### config.mk
export PLATFORM = sky130hd
export DESIGN_NAME = puzzle_grid_engine
export DESIGN_NICKNAME = d
export VERILOG_FILES = /design/src/rtl/puzzle_pkg.sv /design/src/rtl/puzzle_lfsr.sv /design/src/rtl/puzzle_grid_engine.sv
export SDC_FILE = /design/constraint.sdc
export NUM_CORES = 1
export LEC_CHECK = 0
export ABC_AREA = 1
export ABC_CLOCK_PERIOD_IN_PS = 2400
export CORE_ASPECT_RATIO = 0.9
export CORE_MARGIN = 2
export CORE_UTILIZATION = 30
export CTS_BUF_LIST = sky130_fd_sc_hd__clkbuf_4 sky130_fd_sc_hd__clkbuf_8 sky130_fd_sc_hd__clkbuf_16
export CTS_CLUSTER_DIAMETER = 100
export DETAILED_ROUTE_END_ITERATION = 16
export GPL_TIMING_DRIVEN = 0
export PLACE_DENSITY = 0.49
export SLEW_MARGIN = 10
export SYNTH_ARGS = -nofsm -noshare
export SYNTH_HDL_FRONTEND = slang
export SYNTH_SLANG_ARGS = --single-unit
### constraint.sdc
create_clock -name clk -period 2.4 [get_ports clk]
set_input_delay 0.6 -clock clk [delete_from_list [all_inputs] [get_ports clk]]
set_output_delay 0.6 -clock clk [all_outputs]
set_load 0.01 [all_outputs]
### src/rtl/puzzle_pkg.sv
// Shared definitions for the colour-cycling puzzle grid engine.
// Contents: FSM state type, LFSR width and tap mask, default grid geometry
// and the helper that maps a (row, col) cell to its slot in the packed grid.
package puzzle_pkg;

    typedef enum logic {
        IDLE     = 1'b0,
        SCRAMBLE = 1'b1
    } fsm_state_t;

    // 16-bit Fibonacci LFSR, taps 16,14,13,11 (bits 15,13,12,10), shifting left.
    localparam int              LFSR_W    = 16;
    localparam logic [LFSR_W-1:0] LFSR_TAPS = 16'hB400;

    localparam int DEF_ROWS    = 4;
    localparam int DEF_COLS    = 4;
    localparam int DEF_STATE_W = 2;

    // Linear cell slot used for packing grid_state.
    function automatic int cell_idx(input int r, input int c, input int cols);
        return r * cols + c;
    endfunction

endpackage

### src/rtl/puzzle_lfsr.sv
// Seeded 16-bit Fibonacci LFSR.
// Ports:
//   clk     in   system clock
//   reload  in   load SEED on the next clock edge (has priority over enable)
//   enable  in   advance one step on the next clock edge
//   value   out  low OUT_W bits of the current LFSR state
module puzzle_lfsr
    import puzzle_pkg::*;
#(
    parameter logic [LFSR_W-1:0] SEED  = 16'hACE1,
    parameter int                OUT_W = 4
) (
    input  logic             clk,
    input  logic             reload,
    input  logic             enable,
    output logic [OUT_W-1:0] value
);

    logic [LFSR_W-1:0] lfsr;

    always_ff @(posedge clk) begin
        if (reload) begin
            lfsr <= SEED;
        end else if (enable) begin
            lfsr <= {lfsr[LFSR_W-2:0], ^(lfsr & LFSR_TAPS)};
        end
    end

    assign value = lfsr[OUT_W-1:0];

endmodule

### src/rtl/puzzle_grid_engine.sv
// ROWS x COLS cell-state engine for the colour-cycling puzzle.
// A validated row/column fire steps every cell of the selected line by +1/-1
// modulo 2^STATE_W. A scrambler applies SCRAMBLE_N random LFSR-driven moves,
// a saturating counter tracks user moves and a registered flag reports solved.
// Ports:
//   clk, reset (sync, active-low)
//   fire, sel_col, sel[SEL_W], dir_dec   user move request
//   scramble_start                       start a scramble
//   grid_state  packed cells, (r,c) at [(r*COLS+c)*STATE_W +: STATE_W]
//   solved      all cells equal (one cycle behind the grid, 0 while busy)
//   busy        scramble in progress
//   move_done   pulse per accepted user move
//   sel_error   registered select-invalid flag
//   move_count  saturating count of accepted user moves
module puzzle_grid_engine
    import puzzle_pkg::*;
#(
    parameter int                ROWS       = DEF_ROWS,
    parameter int                COLS       = DEF_COLS,
    parameter int                STATE_W    = DEF_STATE_W,
    parameter int                SCRAMBLE_N = 16,
    parameter int                CNT_W      = 14,
    parameter logic [LFSR_W-1:0] LFSR_SEED  = 16'hACE1,
    localparam int               SEL_W      = (ROWS > COLS) ? ROWS : COLS
) (
    input  logic                          clk,
    input  logic                          reset,
    input  logic                          fire,
    input  logic                          sel_col,
    input  logic [SEL_W-1:0]              sel,
    input  logic                          dir_dec,
    input  logic                          scramble_start,
    output logic [ROWS*COLS*STATE_W-1:0]  grid_state,
    output logic                          solved,
    output logic                          busy,
    output logic                          move_done,
    output logic                          sel_error,
    output logic [CNT_W-1:0]              move_count
);

    localparam int IDX_W = 3;
    localparam int LIM_W = IDX_W + 1;
    localparam int SCR_W = $clog2(SCRAMBLE_N + 1);
    localparam logic [LIM_W-1:0] ROWS_L = LIM_W'(ROWS);
    localparam logic [LIM_W-1:0] COLS_L = LIM_W'(COLS);

    function automatic logic is_onehot(input logic [SEL_W-1:0] v);
        return (v != '0) && ((v & (v - SEL_W'(1))) == '0);
    endfunction

    function automatic logic [CNT_W-1:0] sat_inc(input logic [CNT_W-1:0] v);
        return (v == {CNT_W{1'b1}}) ? v : v + CNT_W'(1);
    endfunction

    fsm_state_t        state;
    logic [SCR_W-1:0]  scr_cnt;
    logic [IDX_W:0]    lfsr_bits;

    logic [IDX_W-1:0]  sel_idx;
    logic              sel_valid;
    logic              scr_col;
    logic [IDX_W-1:0]  scr_idx;
    logic              scr_ok;

    logic              mv_en;
    logic              mv_col;
    logic [IDX_W-1:0]  mv_idx;
    logic              mv_dec;
    logic              all_eq;

    // LFSR runs every cycle; reset reloads the seed.
    puzzle_lfsr #(
        .SEED  (LFSR_SEED),
        .OUT_W (IDX_W + 1)
    ) u_lfsr (
        .clk    (clk),
        .reload (!reset),
        .enable (1'b1),
        .value  (lfsr_bits)
    );

    always_comb begin
        sel_idx = '0;
        for (int i = 0; i < SEL_W; i++) begin
            if (sel[i]) sel_idx = IDX_W'(i);
        end
        sel_valid = is_onehot(sel) && ({1'b0, sel_idx} < (sel_col ? COLS_L : ROWS_L));
    end

    // Scramble candidate: bit0 picks row/column, bits[3:1] the line index.
    assign scr_col = lfsr_bits[0];
    assign scr_idx = lfsr_bits[IDX_W:1];
    assign scr_ok  = {1'b0, scr_idx} < (scr_col ? COLS_L : ROWS_L);

    // One line-move decode shared by user and scramble moves, so a row and
    // a column move can never land in the same cycle.
    always_comb begin
        mv_en  = 1'b0;
        mv_col = 1'b0;
        mv_idx = '0;
        mv_dec = 1'b0;
        if (state == IDLE) begin
            if (fire && sel_valid && !scramble_start) begin
                mv_en  = 1'b1;
                mv_col = sel_col;
                mv_idx = sel_idx;
                mv_dec = dir_dec;
            end
        end else if (scr_ok) begin
            mv_en  = 1'b1;
            mv_col = scr_col;
            mv_idx = scr_idx;
        end
    end

    for (genvar r = 0; r < ROWS; r++) begin : g_row
        for (genvar c = 0; c < COLS; c++) begin : g_col
            logic [STATE_W-1:0] q;
            logic               hit;

            assign hit = mv_en && (mv_col ? (mv_idx == IDX_W'(c)) : (mv_idx == IDX_W'(r)));

            always_ff @(posedge clk) begin
                if (!reset) begin
                    q <= '0;
                end else if (hit) begin
                    q <= mv_dec ? q - STATE_W'(1) : q + STATE_W'(1);
                end
            end

            assign grid_state[cell_idx(r, c, COLS)*STATE_W +: STATE_W] = q;
        end
    end

    always_comb begin
        all_eq = 1'b1;
        for (int i = 1; i < ROWS*COLS; i++) begin
            if (grid_state[i*STATE_W +: STATE_W] != grid_state[STATE_W-1:0]) all_eq = 1'b0;
        end
    end

    // Control FSM with registered outputs. solved samples the current grid,
    // so it trails a move by one cycle, and is held low while scrambling.
    always_ff @(posedge clk) begin
        if (!reset) begin
            state      <= IDLE;
            busy       <= 1'b0;
            move_done  <= 1'b0;
            sel_error  <= 1'b0;
            move_count <= '0;
            scr_cnt    <= '0;
            solved     <= 1'b1;
        end else begin
            sel_error <= !sel_valid;
            move_done <= 1'b0;
            solved    <= all_eq;
            case (state)
                IDLE: begin
                    if (scramble_start) begin
                        state   <= SCRAMBLE;
                        busy    <= 1'b1;
                        scr_cnt <= '0;
                        solved  <= 1'b0;
                    end else if (fire && sel_valid) begin
                        move_done  <= 1'b1;
                        move_count <= sat_inc(move_count);
                    end
                end
                SCRAMBLE: begin
                    solved <= 1'b0;
                    if (scr_ok) begin
                        if (scr_cnt == SCR_W'(SCRAMBLE_N - 1)) begin
                            state      <= IDLE;
                            busy       <= 1'b0;
                            move_count <= '0;
                            scr_cnt    <= '0;
                            solved     <= all_eq;
                        end else begin
                            scr_cnt <= scr_cnt + SCR_W'(1);
                        end
                    end
                end
                default: state <= IDLE;
            endcase
        end
    end

endmodule

==> qor.txt <==
CTS
------------------------------------------------------------------------------
Total setup buffers inserted after CTS ..........................            0
Clock Pin Slew Worst Setup and Hold Paths .......................        60 ps
Root buffer selected by CTS ..................................... sky130_fd_sc_hd__clkbuf_16
Insertion delay of the later-clocked pin in the worst-skew pair .       340 ps
Number of clock buffers inserted by TritonCTS ...................            9
CTS tree ........................................................         done
CTS resizes .....................................................            0
Count of H-tree levels built during CTS .........................            3
Total number of clock tree sinks ................................           72
Hold bufs inserted after CTS ....................................            0
Worst-case clock buffer depth ...................................            2

FINISH
------------------------------------------------------------------------------
Final-layout fill cell count ....................................         1262
Antenna cells ...................................................            0
Synthesis-to-layout area growth .................................        31.0%
Final instance area .............................................     4800 um2
Final Util ......................................................        0.401
Layout cell share with drive strength beyond 1 ..................        0.107
Layout net count ................................................          604
Non-Filler Instances ............................................          757

PLACEMENT
------------------------------------------------------------------------------
IO buf count ....................................................           59
Half-perimeter wire length after placement ......................      7.65 mm
Post-place setup slack ..........................................      -145 ps
Global placer's final weighted congestion .......................        0.878
Area post-placement .............................................     4460 um2
Inst Count DP ...................................................          741

PWR
------------------------------------------------------------------------------
Pwr dens ........................................................   735 nW/um2
Peak ir drop on the vdd network .................................       422 uV
Pleak ...........................................................   0.00195 uW

SYNTH
------------------------------------------------------------------------------
Netlist area before placement ...................................     3670 um2
Average instance area after synthesis ...........................     7.02 um2
Synthesis Warnings ..............................................            0
EDFF count, synth ...............................................            0
Post-synth top flop ............................................. sky130_fd_sc_hd__dfxtp_1
Number of unique standard cell types used by synthesis ..........           40
Synthesized net count ...........................................          534
Sequential cell area fraction in the yosys report ...............        0.393
Syn Inst Count ..................................................          522
Async SR Flop Fraction ..........................................            0
Number of synthesized register bits .............................           72

TIMING
------------------------------------------------------------------------------
Final setup fails ...............................................            0
Share of the clock period used by the worst path after layout ...        0.915
Final Slew Violations ...........................................            0
Hold violation total from the final report ......................            0
Hold Slack ......................................................       410 ps
Headroom to the max-slew limit ..................................        0.592
Setup repair after global routing missed its margin .............           no
Highest clock frequency the design can meet .....................      455 MHz
Time the worst path needs with I/O delays and setup .............      2200 ps
Setup slack of the critical path after layout ...................       204 ps
Transition time at the pin with the least slew margin ...........       612 ps
Worst clock skew ................................................      6.22 ps

CRITICAL PATH
------------------------------------------------------------------------------
Data arrival time of the critical path ..........................      2460 ps
Logic depth of the worst register-to-register path ..............           11
Register-to-Register Setup Slack ................................       300 ps
Kind of start point of the critical path ........................   input port
CP Capture Type .................................................    flip-flop
Crit-path max FO ................................................            7
RR Startpoint ................................................... move_count[0]
Data required, critical path ....................................      2660 ps
Crit path kind ..................................................    in -> reg
Reg2Reg Capture Point ........................................... move_count[3]

FLOORPLAN
------------------------------------------------------------------------------
Initial core utilization ........................................        0.306
Die X ...........................................................       121 um
Die ar. .........................................................    13100 um2
Standard-cell row count .........................................           38
Number of top-level design ports ................................           60
Die H ...........................................................       109 um
Core Footprint ..................................................    12000 um2

DRT
------------------------------------------------------------------------------
Post-Route M1 WL ................................................      5.09 mm
Sum of met3 wire segment lengths after detailed routing .........       409 um
Antenna-violating nets left .....................................            0
Drt drc .........................................................            0
Total vias in the final route ...................................         3581
Mean number of vias per cell ....................................         4.73
Number of DRC markers in iteration 0 ............................          289
Number of detailed-routing iterations run before antenna repair .            6
Wire length after detailed routing ..............................      10.3 mm
Average wire per cell in the routed design ......................      13.6 um
Top Metal Used ..................................................         met4
Met2 wire len ...................................................      4.58 mm

MIN PATH
------------------------------------------------------------------------------
Number of stages on the worst hold path .........................            1
Source of the worst hold timing path ............................ u_lfsr.lfsr[14]
HP Class ........................................................   reg -> reg
Hold Path Sink .................................................. u_lfsr.lfsr[15]

GRT
------------------------------------------------------------------------------
All-Layer GR Usage ..............................................        0.160
Global-route wire length before repair ..........................      16.3 mm
Number of global-route vias before repair .......................         3275
Antenna violations before repair ................................            0
Largest net degree at the start of global routing ...............           14
Overall overflow remaining after global route ...................            0

OUTCOME
------------------------------------------------------------------------------
Result of the run ............................................... finished clean

JOB
------------------------------------------------------------------------------
Max-cap check violation count ...................................            0

## per-layer routing
metal  GRT usage  vias up
li1            -     1846
met1       0.221     1640
met2       0.245       79
met3      0.0335       16
met4      0.0590        0
met5           0        -
## final cells by class
type | count | area (um2) | share of cell area
multi-input cells | 366 | 1870 | 0.390
flip-flops and latches | 72 | 1440 | 0.300
repair buffers | 59 | 591 | 0.123
inverters | 72 | 280 | 0.0584
clock buffers | 9 | 225 | 0.0469
well taps | 160 | 200 | 0.0417
clock inverters | 7 | 120 | 0.0250
plain buffers | 12 | 71.3 | 0.0149
## state kept, by name (all words and copies together), names as in the netlist
signal         flops
busy               1
g_row.g_col.q     32
move_count        14
move_done          1
scr_cnt            5
sel_error          1
solved             1
state              1
u_lfsr.lfsr       16
## through the flow
step	total power (uW)	setup TNS, ps
floorplan	1750	0
global placement	1980	-781
detailed placement	1990	-2050
CTS	3560	0
global route	3690	0
finish	3530	0
## cells by family (layout without fill, tap and decap cells)
logic type,after synthesis,in the layout,synth area share
xor+xnor,19,19,0.0454
fa+ha+maj,2,2,0.00682
simple gates,274,274,0.353
compound gates,71,71,0.106
buf+inv,84,159,0.0959
flops,72,72,0.393
## critical path: stages
cell and delay [ps]:
sky130_fd_sc_hd__clkdlybuf4s50_1 500, sky130_fd_sc_hd__inv_1 50, sky130_fd_sc_hd__nand2_1 90, sky130_fd_sc_hd__nand2_1 70, sky130_fd_sc_hd__nand2_2 130, sky130_fd_sc_hd__nand4_1 110, sky130_fd_sc_hd__nand2_2 190, sky130_fd_sc_hd__nand2_2 120
sky130_fd_sc_hd__nand2_2 170, sky130_fd_sc_hd__nand3_1 140, sky130_fd_sc_hd__nand2_1 100, sky130_fd_sc_hd__nand2_1 60, sky130_fd_sc_hd__nor2_1 120
## synth_stat cells, types with 3 or more instances
| cell type | n | share of area |
|---|---|---|
| sky130_fd_sc_hd__nand2_1 | 116 | 0.12 |
| sky130_fd_sc_hd__dfxtp_1 | 72 | 0.39 |
| sky130_fd_sc_hd__inv_1 | 64 | 0.066 |
| sky130_fd_sc_hd__nor2_1 | 45 | 0.046 |
| sky130_fd_sc_hd__a21oi_1 | 40 | 0.055 |
| sky130_fd_sc_hd__nand3_1 | 40 | 0.055 |
| sky130_fd_sc_hd__nand4_1 | 22 | 0.038 |
| sky130_fd_sc_hd__nand2_2 | 21 | 0.036 |
| sky130_fd_sc_hd__xor2_1 | 18 | 0.043 |
| sky130_fd_sc_hd__o21ai_0 | 17 | 0.023 |
| sky130_fd_sc_hd__nor3_1 | 13 | 0.018 |
| sky130_fd_sc_hd__clkbuf_1 | 7 | 0.0072 |
| sky130_fd_sc_hd__or2_2 | 7 | 0.012 |
| sky130_fd_sc_hd__inv_2 | 6 | 0.0061 |
| sky130_fd_sc_hd__buf_6 | 3 | 0.0092 |
| sky130_fd_sc_hd__o21ai_1 | 3 | 0.0041 |
## power breakdown
part / total [uW] / internal, uW / leakage (uW) / switching [uW]
registers: 1350 / 1280 / 0.000590 / 77.7
logic: 617 / 259 / 0.00120 / 358
clock network: 1560 / 1020 / 0.000166 / 541
## worst max-delay path by stage
stage                       start  slack [ps]  cells past startpoint                     end
floorplan           move_count[0]         580                     11           move_count[3]
global placement           sel[2]         -80                     12  g_row[2].g_col[1].q[0]
detailed placement         sel[2]        -140                     12  g_row[2].g_col[1].q[0]
CTS                        sel[2]         210                     12  g_row[2].g_col[1].q[0]
global route               sel[2]          30                     13  g_row[0].g_col[1].q[1]
finish                     sel[2]         200                     13  g_row[2].g_col[3].q[1]
## cells in the final DEF (no fill, tap or decap), drive strengths merged
cell           netlist  final
a21oi               41     41
clkinvlp             0      1
bufinv               0      3
nor2                48     48
or2                  7      7
nand4               23     23
a211oi               1      1
o21a                 1      1
nand3               40     40
inv                 72     72
o2111ai              1      1
nand3b               1      1
a21o                 1      1
o31ai                1      1
o21ai               20     20
o211ai               1      1
xor2                18     18
dfxtp               72     72
o2111a               1      1
o22ai                2      2
o41ai                1      1
xnor2                1      1
nor4                 2      2
nand2              139    139
clkbuf               7     16
nor3                14     14
clkinv               0      3
ha                   2      2
clkdlybuf4s50        0     59
buf                  5      5
No activity file was read; power rests on OpenSTA's default activity.
